[config.mk]
export PLATFORM = sky130hd
export DESIGN_NAME = mul_seq_16
export DESIGN_NICKNAME = d
export VERILOG_FILES = /design/src/rtl/mul_seq_16.sv
export SDC_FILE = /design/constraint.sdc
export NUM_CORES = 1
export LEC_CHECK = 0
export ABC_AREA = 1
export CORE_ASPECT_RATIO = 1.5
export CORE_UTILIZATION = 40
export CTS_CLUSTER_SIZE = 12
export DETAILED_ROUTE_END_ITERATION = 6
export PLACE_DENSITY = 0.75
export SYNTH_ARGS = -nofsm -noshare
export SYNTH_HDL_FRONTEND = slang
export SYNTH_SLANG_ARGS = --single-unit
[constraint.sdc]
create_clock -name clk -period 2 [get_ports clk]
set_input_delay 0.5 -clock clk [delete_from_list [all_inputs] [get_ports clk]]
set_output_delay 0.5 -clock clk [all_outputs]
set_load 0.02 [all_outputs]
[src/rtl/mul_seq_16.sv]
// Sequential unsigned shift-add multiplier. It borrows the shared execute-stage CLA for its
// additions and runs 16 iterations per product, with an optional single-cycle zero-operand bypass.
module mul_seq_16 #(
    parameter int WIDTH     = 16,
    parameter bit SKIP_ZERO = 1'b1
) (
    input  logic                 clk,
    input  logic                 rst_n,
    input  logic                 flush,
    input  logic                 in_valid,
    output logic                 in_ready,
    input  logic [WIDTH-1:0]     mcand,
    input  logic [WIDTH-1:0]     mplier,
    output logic                 out_valid,
    input  logic                 out_ready,
    output logic [2*WIDTH-1:0]   product,
    output logic [WIDTH-1:0]     add_a,
    output logic [WIDTH-1:0]     add_b,
    output logic                 add_cin,
    input  logic [WIDTH-1:0]     add_s,
    input  logic                 add_g
);

    generate
        if (WIDTH != 16) begin : g_width_check
            $error("mul_seq_16: WIDTH must equal the shared CLA width (16)");
        end
    endgenerate

    typedef enum logic [1:0] {
        IDLE = 2'd0,
        CALC = 2'd1,
        DONE = 2'd2
    } state_t;

    state_t             state_r, state_s;
    logic [WIDTH-1:0]   mc_r, mc_s;
    logic [WIDTH-1:0]   hi_r, hi_s;
    logic [WIDTH-1:0]   lo_r, lo_s;
    logic [3:0]         cnt_r, cnt_s;

    // State and datapath registers.
    always_ff @(posedge clk or negedge rst_n) begin
        if (!rst_n) begin
            state_r <= IDLE;
            mc_r    <= {WIDTH{1'b0}};
            hi_r    <= {WIDTH{1'b0}};
            lo_r    <= {WIDTH{1'b0}};
            cnt_r   <= 4'd0;
        end else begin
            state_r <= state_s;
            mc_r    <= mc_s;
            hi_r    <= hi_s;
            lo_r    <= lo_s;
            cnt_r   <= cnt_s;
        end
    end

    // Next-state and datapath update; flush overrides everything but leaves the data registers intact.
    always_comb begin
        state_s = state_r;
        mc_s    = mc_r;
        hi_s    = hi_r;
        lo_s    = lo_r;
        cnt_s   = cnt_r;
        if (flush) begin
            state_s = IDLE;
            cnt_s   = 4'd0;
        end else begin
            case (state_r)
                IDLE: begin
                    if (in_valid) begin
                        mc_s  = mcand;
                        lo_s  = mplier;
                        hi_s  = {WIDTH{1'b0}};
                        cnt_s = 4'd0;
                        if (SKIP_ZERO && ((mcand == {WIDTH{1'b0}}) || (mplier == {WIDTH{1'b0}}))) begin
                            lo_s    = {WIDTH{1'b0}};
                            state_s = DONE;
                        end else begin
                            state_s = CALC;
                        end
                    end else begin
                        state_s = IDLE;
                    end
                end
                CALC: begin
                    // Shift {carry, sum, lo} right by one: the sum LSB becomes the next product bit.
                    {hi_s, lo_s} = {add_g & lo_r[0], add_s, lo_r[WIDTH-1:1]};
                    cnt_s        = cnt_r + 4'd1;
                    if (cnt_r == 4'd15) begin
                        state_s = DONE;
                    end else begin
                        state_s = CALC;
                    end
                end
                DONE: begin
                    if (out_ready) begin
                        state_s = IDLE;
                    end else begin
                        state_s = DONE;
                    end
                end
                default: begin
                    state_s = IDLE;
                end
            endcase
        end
    end

    // Output decode purely from registered state, so async reset reaches the outputs at once.
    always_comb begin
        in_ready  = (state_r == IDLE);
        out_valid = (state_r == DONE);
        product   = {hi_r, lo_r};
        add_cin   = 1'b0;
        add_a     = {WIDTH{1'b0}};
        add_b     = {WIDTH{1'b0}};
        if (state_r == CALC) begin
            add_a = hi_r;
            if (lo_r[0]) begin
                add_b = mc_r;
            end else begin
                add_b = {WIDTH{1'b0}};
            end
        end else begin
            add_a = {WIDTH{1'b0}};
            add_b = {WIDTH{1'b0}};
        end
    end

endmodule

==> flow_metrics.env, run 1 <==
export IMPL_place_ws_ns=0.0191
export IMPL_rsz0062_at_grt="no"
export IMPL_antenna_cells=0
export IMPL_power_density_nw_per_um2=757
export IMPL_setup_viol=0
export IMPL_reg2reg_from="state_r[0]"
export IMPL_gp_congestion=0.837
export IMPL_cts_buffer_depth=2
export IMPL_ys_flop_type="dfrtp_1"
export IMPL_timing_fmax_ghz=0.521
export IMPL_yosys_warnings=0
export IMPL_crit_fanout=3
export IMPL_mappedNetlistArea_um2=3030
export IMPL_ff2ff_path_depth=8
export IMPL_period_needed_ns=1.92
export IMPL_core_area_um2=7270
export IMPL_synth_xor_area_frac=0.00577
export IMPL_cts_htree_levels=2
export IMPL_die_area_um2=7940
export IMPL_rr_endpoint="lo_r[8]"
export IMPL_finalPower_uw=3270
export IMPL_place_inst=582
export IMPL_synth_edf_count=0
export IMPL_drc_errors=0
export IMPL_grt_pass1_wl_um=11800
export IMPL_cp_start_kind="flop"
export IMPL_grt_total_usage=0.195
export IMPL_drive_gt1_frac=0.180
export IMPL_p_leak_uw=0.00214
export IMPL_cp_num_buf_inv=4
export IMPL_max_stage_delay_ns=0.42
export IMPL_arrival_ns=1.42
export IMPL_wirelength_um=7650
export IMPL_synth_fp_nets=422
export IMPL_fp_dieH_um=109
export IMPL_port_buffer_count=119
export IMPL_worst_path_max_delay_cell="dfrtp_1"
export IMPL_end_kind="primary output"
export IMPL_clk_pin_slew_ns=0.10
export IMPL_viasPerCell=4.64
export IMPL_startpoint="state_r[1]"
export IMPL_irDropWorstVdd_uv=450
export IMPL_finalSetupTns_ns=0
export IMPL_synth_compound_area_frac=0.0928
export IMPL_hold_viol=0
export IMPL_hpwl_um=5730
export IMPL_required_ns=1.50
export IMPL_mostFrequentLayoutCell="nor2_1"
export IMPL_async_flop_share=1.00
export IMPL_hold_ws_ns=0.146
export IMPL_syn_inst=367
export IMPL_synth_top_family_by_area="simple AND/OR/NAND/NOR gates"
export IMPL_grt_max_degree=55
export IMPL_die_w_um=73.1
export IMPL_dr_pass1_iters=4
export IMPL_crit_path_end="in_ready"
export IMPL_slew_viol_final=0
export IMPL_rows=38
export IMPL_worst_setup_path_type="flop to primary output"
export IMPL_start_util=0.417
export IMPL_num_vias=2736
export IMPL_io_pins=121
export IMPL_cts_buffers=5
export IMPL_synth_area_per_cell_um2=8.27
export IMPL_clockRootBuffer="clkbuf_8"
export IMPL_cp_top_family="buffers and inverters"
export IMPL_routedWlPerCell_um=13.0
export IMPL_synth_fa_ha_area_frac=0.00412
export IMPL_antenna_left=0
export IMPL_antenna_found_initial=0
export IMPL_grt_pass1_vias=2521
export IMPL_status="finished, final reports clean"
export IMPL_hp_class="input pin to asynchronous set/reset pin"
export IMPL_yosysSeqAreaShare=0.445
export IMPL_crit_chain="buf_4 -> inv_2 -> nand2_2 -> inv_1 -> dlygate4sd2_1"
export IMPL_area_growth_pct=42.4
export IMPL_yosysUniqueCellTypes=30
export IMPL_fin_skew_ns=0.00703
export IMPL_reg2reg_slack_ns=0.36
export IMPL_drt_initial_drc_count=106
export IMPL_synth_area_mux_share=0.0718
export IMPL_worstSkewPairLatency_ns=0.31
export IMPL_fin_nets=544
export IMPL_fin_cells=590
export IMPL_cp_num_cells=5
export IMPL_cts_tree="yes"
export IMPL_cap_violations=0
export IMPL_finalCritPeriodShare=0.960
export IMPL_final_cell_mix="nor2_1 (88), clkdlybuf4s50_1 (83), nand2_1 (78)"
export IMPL_overflow=0
export IMPL_finalWorstSetupSlack_ns=0.0796
export IMPL_yosys_area_share_simple=0.283
export IMPL_synth_seq_cells=54
export IMPL_cts_sink_count=54
state kept, by name, summed over array words and instances (netlist names):
register and count:
cnt_r 4, hi_r 16, lo_r 16, mc_r 16
state_r 2
worst min path at each step:
stage	from	endpoint	depth (start not counted)
after CTS	rst_n	mc_r[9]	2
final	rst_n	mc_r[8]	2
after detailed placement	mc_r[2]	mc_r[2]	1
after global placement	mc_r[3]	mc_r[3]	1
after global routing	rst_n	mc_r[8]	2
after floorplan	rst_n	cnt_r[0]	0
power by group:
group / leakage, uW / switching (uW) / internal [uW] / total [uW]
combinational: 0.00144 / 643 / 604 / 1250
sequential: 0.000655 / 107 / 1280 / 1380
clock: 0.0000482 / 358 / 281 / 638
total: 0.00214 / 1110 / 2160 / 3270
routing by layer:
layer  up-vias  part of all wire  routed length, um  GRT usage
li1       1372                 -                  -          -
met1      1272              0.40               3090      0.219
met2        75              0.53               4040      0.356
met3        17             0.034                257     0.0250
met4         0             0.034                262     0.0924
met5         -                 0                  0          0
cell families after synthesis:
family                     Yosys count
xor gates and xnor gates             2
DFF                                 54
other                                1
and+or+nand+nor                    196
adders and majority gates            1
buffers and inverters               59
AOI/OAI and AO/OA                   38
muxes                               16
cells in the mapped netlist (2+ instances only):
cell      count  area share
nor2_1       88        0.11
nand2_1      78       0.096
dfrtp_1      54        0.45
inv_1        36       0.045
a21boi_1     16       0.040
nand3b_1     16       0.040
mux2_4       10       0.049
o21ai_2      10       0.029
o21ai_0       8       0.013
buf_2         7       0.012
nand3_1       7       0.012
mux2_2        6       0.022
buf_6         5       0.019
inv_2         5      0.0062
clkbuf_1      3      0.0037
a21oi_1       2      0.0033
buf_4         2      0.0049
nor2_8        2       0.013
what timing repair did:
action | in CTS | in global routing
cloned | 0 | 0
gates resized for setup | 64 | 34
hold buffers | 0 | 0
buffers inserted | 0 | 0
setup endpoints to repair | 34 | 31
per-stage QoR:
stage | cell area (um^2) | util
floorplan | 3030 | -
global placement | 4380 | 0.601
detailed placement | 4380 | 0.601
CTS | 4460 | 0.613
global route | 4320 | 0.594
finish | 4320 | 0.594
cell type report:
class | count | area [um^2]
clock buffers | 7 | 86.3
clock inverters | 1 | 5.00
fillers | 687 | 2960
inverters | 41 | 154
multi-input cells | 254 | 1390
flip-flops and latches | 54 | 1350
well taps | 100 | 125
repair buffers | 133 | 1210
Power figures use the tool's default switching activity.
==> inputs of run 2 (changes only) <==
==> constraint.sdc (replaced) <==
create_clock -name clk -period 2.2 [get_ports clk]
set_input_delay 0.55 -clock clk [delete_from_list [all_inputs] [get_ports clk]]
set_output_delay 0.55 -clock clk [all_outputs]
set_load 0.02 [all_outputs]
==> flow_metrics.env, run 2 (synthesis results as in run 1) <==
export IMPL_grt_max_degree=55
export IMPL_die_area_um2=7940
export IMPL_cts_buffers=5
export IMPL_start_util=0.417
export IMPL_worst_setup_path_type="flop to primary output"
export IMPL_hp_class="input pin to asynchronous set/reset pin"
export IMPL_period_needed_ns=2.13
export IMPL_rows=38
export IMPL_antenna_found_initial=0
export IMPL_hold_viol=0
export IMPL_drive_gt1_frac=0.117
export IMPL_nFillCells=677
export IMPL_finalCritPeriodShare=0.969
export IMPL_required_ns=1.65
export IMPL_dr_pass1_iters=5
export IMPL_core_area_um2=7270
export IMPL_final_cell_mix="nor2_1 (88), clkdlybuf4s50_1 (85), nand2_1 (78)"
export IMPL_grt_pass1_vias=2665
export IMPL_worstSkewPairLatency_ns=0.31
export IMPL_clockRootBuffer="clkbuf_8"
export IMPL_status="finished, final reports clean"
export IMPL_routedWlPerCell_um=13.0
export IMPL_num_vias=2737
export IMPL_reg_top3="hi_r (16), lo_r (16), mc_r (16)"
export IMPL_finalSetupTns_ns=0
export IMPL_power_density_nw_per_um2=698
export IMPL_irDropWorstVdd_uv=398
export IMPL_setup_viol=0
export IMPL_clk_pin_slew_ns=0.10
export IMPL_cts_hold_buf=0
export IMPL_area_growth_pct=44.9
export IMPL_grt_pass1_wl_um=12000
export IMPL_arrival_ns=1.58
export IMPL_fin_skew_ns=0.00786
export IMPL_drc_errors=0
export IMPL_hpwl_um=5710
export IMPL_slew_viol_final=0
export IMPL_post_cts_setup_buffers=0
export IMPL_io_pins=121
export IMPL_port_buffer_count=119
export IMPL_cts_tree="yes"
export IMPL_timing_fmax_ghz=0.469
export IMPL_end_kind="primary output"
export IMPL_cts_sink_count=54
export IMPL_grt_total_usage=0.198
export IMPL_gp_congestion=0.834
export IMPL_cap_violations=0
export IMPL_mostFrequentLayoutCell="nor2_1"
export IMPL_cp_start_kind="flop"
export IMPL_antenna_left=0
export IMPL_die_w_um=73.1
export IMPL_cts_htree_levels=2
export IMPL_stdcell_area_um2=4400
export IMPL_overflow=0
export IMPL_rsz0062_at_grt="no"
export IMPL_viasPerCell=4.66
export IMPL_p_leak_uw=0.00222
export IMPL_crit_fanout=3
export IMPL_drt_initial_drc_count=88
export IMPL_cts_buffer_depth=2
export IMPL_wirelength_um=7660
export IMPL_fin_nets=542
export IMPL_antenna_cells=0
export IMPL_fp_dieH_um=109
export IMPL_placed_cell_area_um2=4320
## run 2: cell count changes in the layout (fill, tap and decap cells not counted), sizes merged, moves of 2 or more
cell,delta
dlygate4sd2,+28
clkdlybuf4s50,+2
buf,-6
clkbuf,-26
## run 2: layout make-up
| class | count | area (um^2) | area share |
|---|---|---|---|
| clock buffers | 6 | 82.6 | 0.0188 |
| clock inverters | 1 | 30.0 | 0.00683 |
| inverters | 41 | 154 | 0.0350 |
| multi-input cells | 254 | 1390 | 0.316 |
| flip-flops and latches | 54 | 1350 | 0.307 |
| well taps | 100 | 125 | 0.0284 |
| repair buffers | 131 | 1260 | 0.287 |
## run 2: where the power goes
group	internal (uW)	switching, uW	leakage [uW]
combinational	545	583	0.00150
sequential	1160	94.2	0.000655
clock	365	322	0.0000573
total	2070	1000	0.00222
## run 2: worst paths after layout
path | startpoint | endpoint | slack, ns | cells past startpoint
worst max-delay path | state_r[0] | in_ready | 0.07 | 4
worst min-delay path | rst_n | mc_r[9] | 0.21 | 2
worst max register to register | state_r[0] | lo_r[11] | 0.41 | 8
worst min register to register | mc_r[15] | mc_r[15] | 0.52 | 1
max in group asynchronous | rst_n | mc_r[14] | 1.73 | 2
min in group clk | mc_r[15] | mc_r[15] | 0.52 | 1
## run 2: repair_timing
action,in CTS,in global routing
setup endpoints to repair,32,1
gates resized for setup,32,1
hold endpoints to repair,0,0
## run 2: routing by layer
metal | vias to the layer above | GRT usage | part of all wire
met5 | - | 0 | 0
met4 | 0 | 0.0770 | 0.021
met3 | 12 | 0.0360 | 0.039
met2 | 71 | 0.381 | 0.57
met1 | 1291 | 0.205 | 0.37
li1 | 1363 | - | -
## run 2: stage by stage
stage | setup WS, ns | hold slack (ns) | total power [uW] | util | cells
after floorplan | 0.285 | 0.254 | 1910 | - | 367
after global placement | 0.151 | 0.490 | 2420 | 0.594 | 580
after detailed placement | 0.141 | 0.495 | 2440 | 0.594 | 580
after CTS | 0.0138 | 0.228 | 3100 | 0.604 | 587
after global routing | 0.00584 | 0.239 | 3240 | 0.605 | 587
final | 0.0688 | 0.214 | 3070 | 0.605 | 587
## run 2: critical path, cell delays in order, from the launching register on
cell	delay, ns
dfrtp_1	0.42
inv_2	0.09
nand2_2	0.10
inv_1	0.07
clkdlybuf4s50_1	0.59
==> inputs of run 3 (changes only) <==
--- a/config.mk
+++ b/config.mk
@@ -8,6 +8,7 @@
 export ABC_AREA = 1
 export CORE_ASPECT_RATIO = 1.5
 export CORE_UTILIZATION = 40
+export CTS_CLUSTER_DIAMETER = 40
 export CTS_CLUSTER_SIZE = 12
 export DETAILED_ROUTE_END_ITERATION = 6
 export PLACE_DENSITY = 0.75
==> results of run 3 <==
No change in the layout: final DEF, timing and power equal those of run 2.
==> RTL change, RTL diff (settings of run 2) <==
Re-encode `state_t` (3 states) as one-hot, 3 bits wide.
--- a/src/rtl/mul_seq_16.sv
+++ b/src/rtl/mul_seq_16.sv
@@ -27,10 +27,10 @@
         end
     endgenerate
 
-    typedef enum logic [1:0] {
-        IDLE = 2'd0,
-        CALC = 2'd1,
-        DONE = 2'd2
+    typedef enum logic [2:0] {
+        IDLE = 3'b001,
+        CALC = 3'b010,
+        DONE = 3'b100
     } state_t;
 
     state_t             state_r, state_s;
Function: no difference found for any inputs over 10 cycles, from zero or initial values and one cycle with rst_n low; not proved beyond that.
==> RTL change against run 2 <==
Die area increased by 1.9%; utilization decreased by 0.067 points; synthesized cell count increased by 1.6%; synthesized area increased by 1.9%; critical path depth increased by 1; sequential share of layout area increased by 0.23 points; worst setup slack improved by 0.039 ns; via count increased by 4.4%; total power decreased by 0.20%; wire length increased by 1.8%; sequential cell count increased by 1; non-clock buffer count increased by 1; cell area increased by 1.2%; critical path type unchanged; largest power group unchanged.
==> RTL change: results (changes against run 2) <==
status finished clean (unchanged); pwr dens 688 mW/mm^2 (was 698 mW/mm^2); Synthesized Nets 428 (was 422); crit path launch state_r[0] (unchanged); Synth cell types 34 (was 30); Final Net Count 545 (was 542); All-Layer GR Usage 0.202 (was 0.198); largest net degree at the start of global routing 36 (was 55); Post-Route WL 7790 microns (was 7660 microns); layout cell share with drive strength beyond 1 0.122 (was 0.117); final setup skew 0.00368 ns (was 0.00786 ns); worst-case clock buffer depth 2 (unchanged); Post-synth top cells 85 x nor2_1, 54 x dfrtp_1, 51 x nand2_1 (was 88 x nor2_1, 78 x nand2_1, 54 x dfrtp_1); vias in the first global route 2709 (was 2665); GPL Wtd Cong 0.819 (was 0.834); Synth area leaders dfrtp_1 44%, nor2_1 10%, mux2_4 6.8%, nand2_1 6.2%, a21oi_1 5.5% (was dfrtp_1 45%, nor2_1 11%, nand2_1 9.6%, mux2_4 4.9%, inv_1 4.5%); Leak Pwr 2.23 nW (was 2.22 nW); post-DP HPWL 5780 microns (was 5710 microns); CTS HTree Levels 2 (unchanged); initial DRC count 120 (was 88); Slowest-stage cell, CP dfstp_2 (was clkdlybuf4s50_1); share of the yosys chip area belonging to registers 0.445 (about the same); max incr delay on CP 0.56 ns (was 0.59 ns); reg2reg path depth 8 (unchanged); Worst Setup EP add_a[5] (was in_ready); P_clk 0.699 mW (was 0.687 mW); Main synth FF type dfrtp_1 (unchanged); Setup Fix Bufs, Post-CTS 0 (unchanged); Vias 2857 (was 2737); drt pass-1 iters 7 (was 5); Seq. pwr 1.33 mW (was 1.25 mW); delay-heaviest family, CP flip-flops (was buffers and inverters); Critical Path AT 1.54 ns (was 1.58 ns); first-pass GRT wire length 12600 microns (was 12000 microns); Peak VDD IR 0.374 mV (was 0.398 mV); CP Max Fanout 11 (was 3); Sw Ratio 0.316 (was 0.326); reg2reg end lo_r[2] (was lo_r[11]); post-CTS sizing 33 (was 32)
[RTL change: cell count changes in the layout (fill, tap and decap cells not counted), moves of 6 or more]
cell | before | now
o21ai_1 | 0 | 6
nand2_1 | 78 | 51
a21boi_1 | 16 | 0
a21oi_1 | 2 | 34
o21ai_0 | 8 | 2
nand3_1 | 7 | 21
[RTL change: metal layers]
layer / wire length [microns] / vias to the layer above / part of all wire / global-route usage
li1: - / 1415 / - / -
met1: 3090 / 1357 / 0.40 / 0.236
met2: 4320 / 79 / 0.55 / 0.368
met3: 300 / 6 / 0.038 / 0.0348
met4: 86 / 0 / 0.011 / 0.0632
met5: 0 / - / 0 / 0
[RTL change: cell families after synthesis]
| group | share of synthesized area |
|---|---|
| flip-flops | 0.445 |
| AO/OA/AOI/OAI | 0.104 |
| XOR/XNOR | 0.00566 |
| buffers and inverters | 0.0995 |
| multiplexers | 0.0752 |
| other | 0.00121 |
| AND/OR/NAND/NOR | 0.265 |
| adder cells (fa/ha/maj) | 0.00404 |
[RTL change: per-stage QoR]
| step | instances | setup WS (ns) | util | cell area [sq um] |
|---|---|---|---|---|
| finish | 591 | 0.108 | 0.604 | 4450 |
| global route | 591 | 0.0171 | 0.604 | 4450 |
| CTS | 591 | 0.0111 | 0.604 | 4450 |
| detailed placement | 583 | 0.210 | 0.593 | 4370 |
| global placement | 583 | 0.236 | 0.593 | 4370 |
| floorplan | 373 | 0.285 | - | 3090 |
[RTL change: area by class of cell]
type | count | area, sq um
inverters | 40 | 153
repair buffers | 132 | 1270
clock inverters | 2 | 35.0
multi-input cells | 256 | 1410
clock buffers | 6 | 82.6
fillers | 679 | 2920
flip-flops and latches | 55 | 1380
well taps | 100 | 125
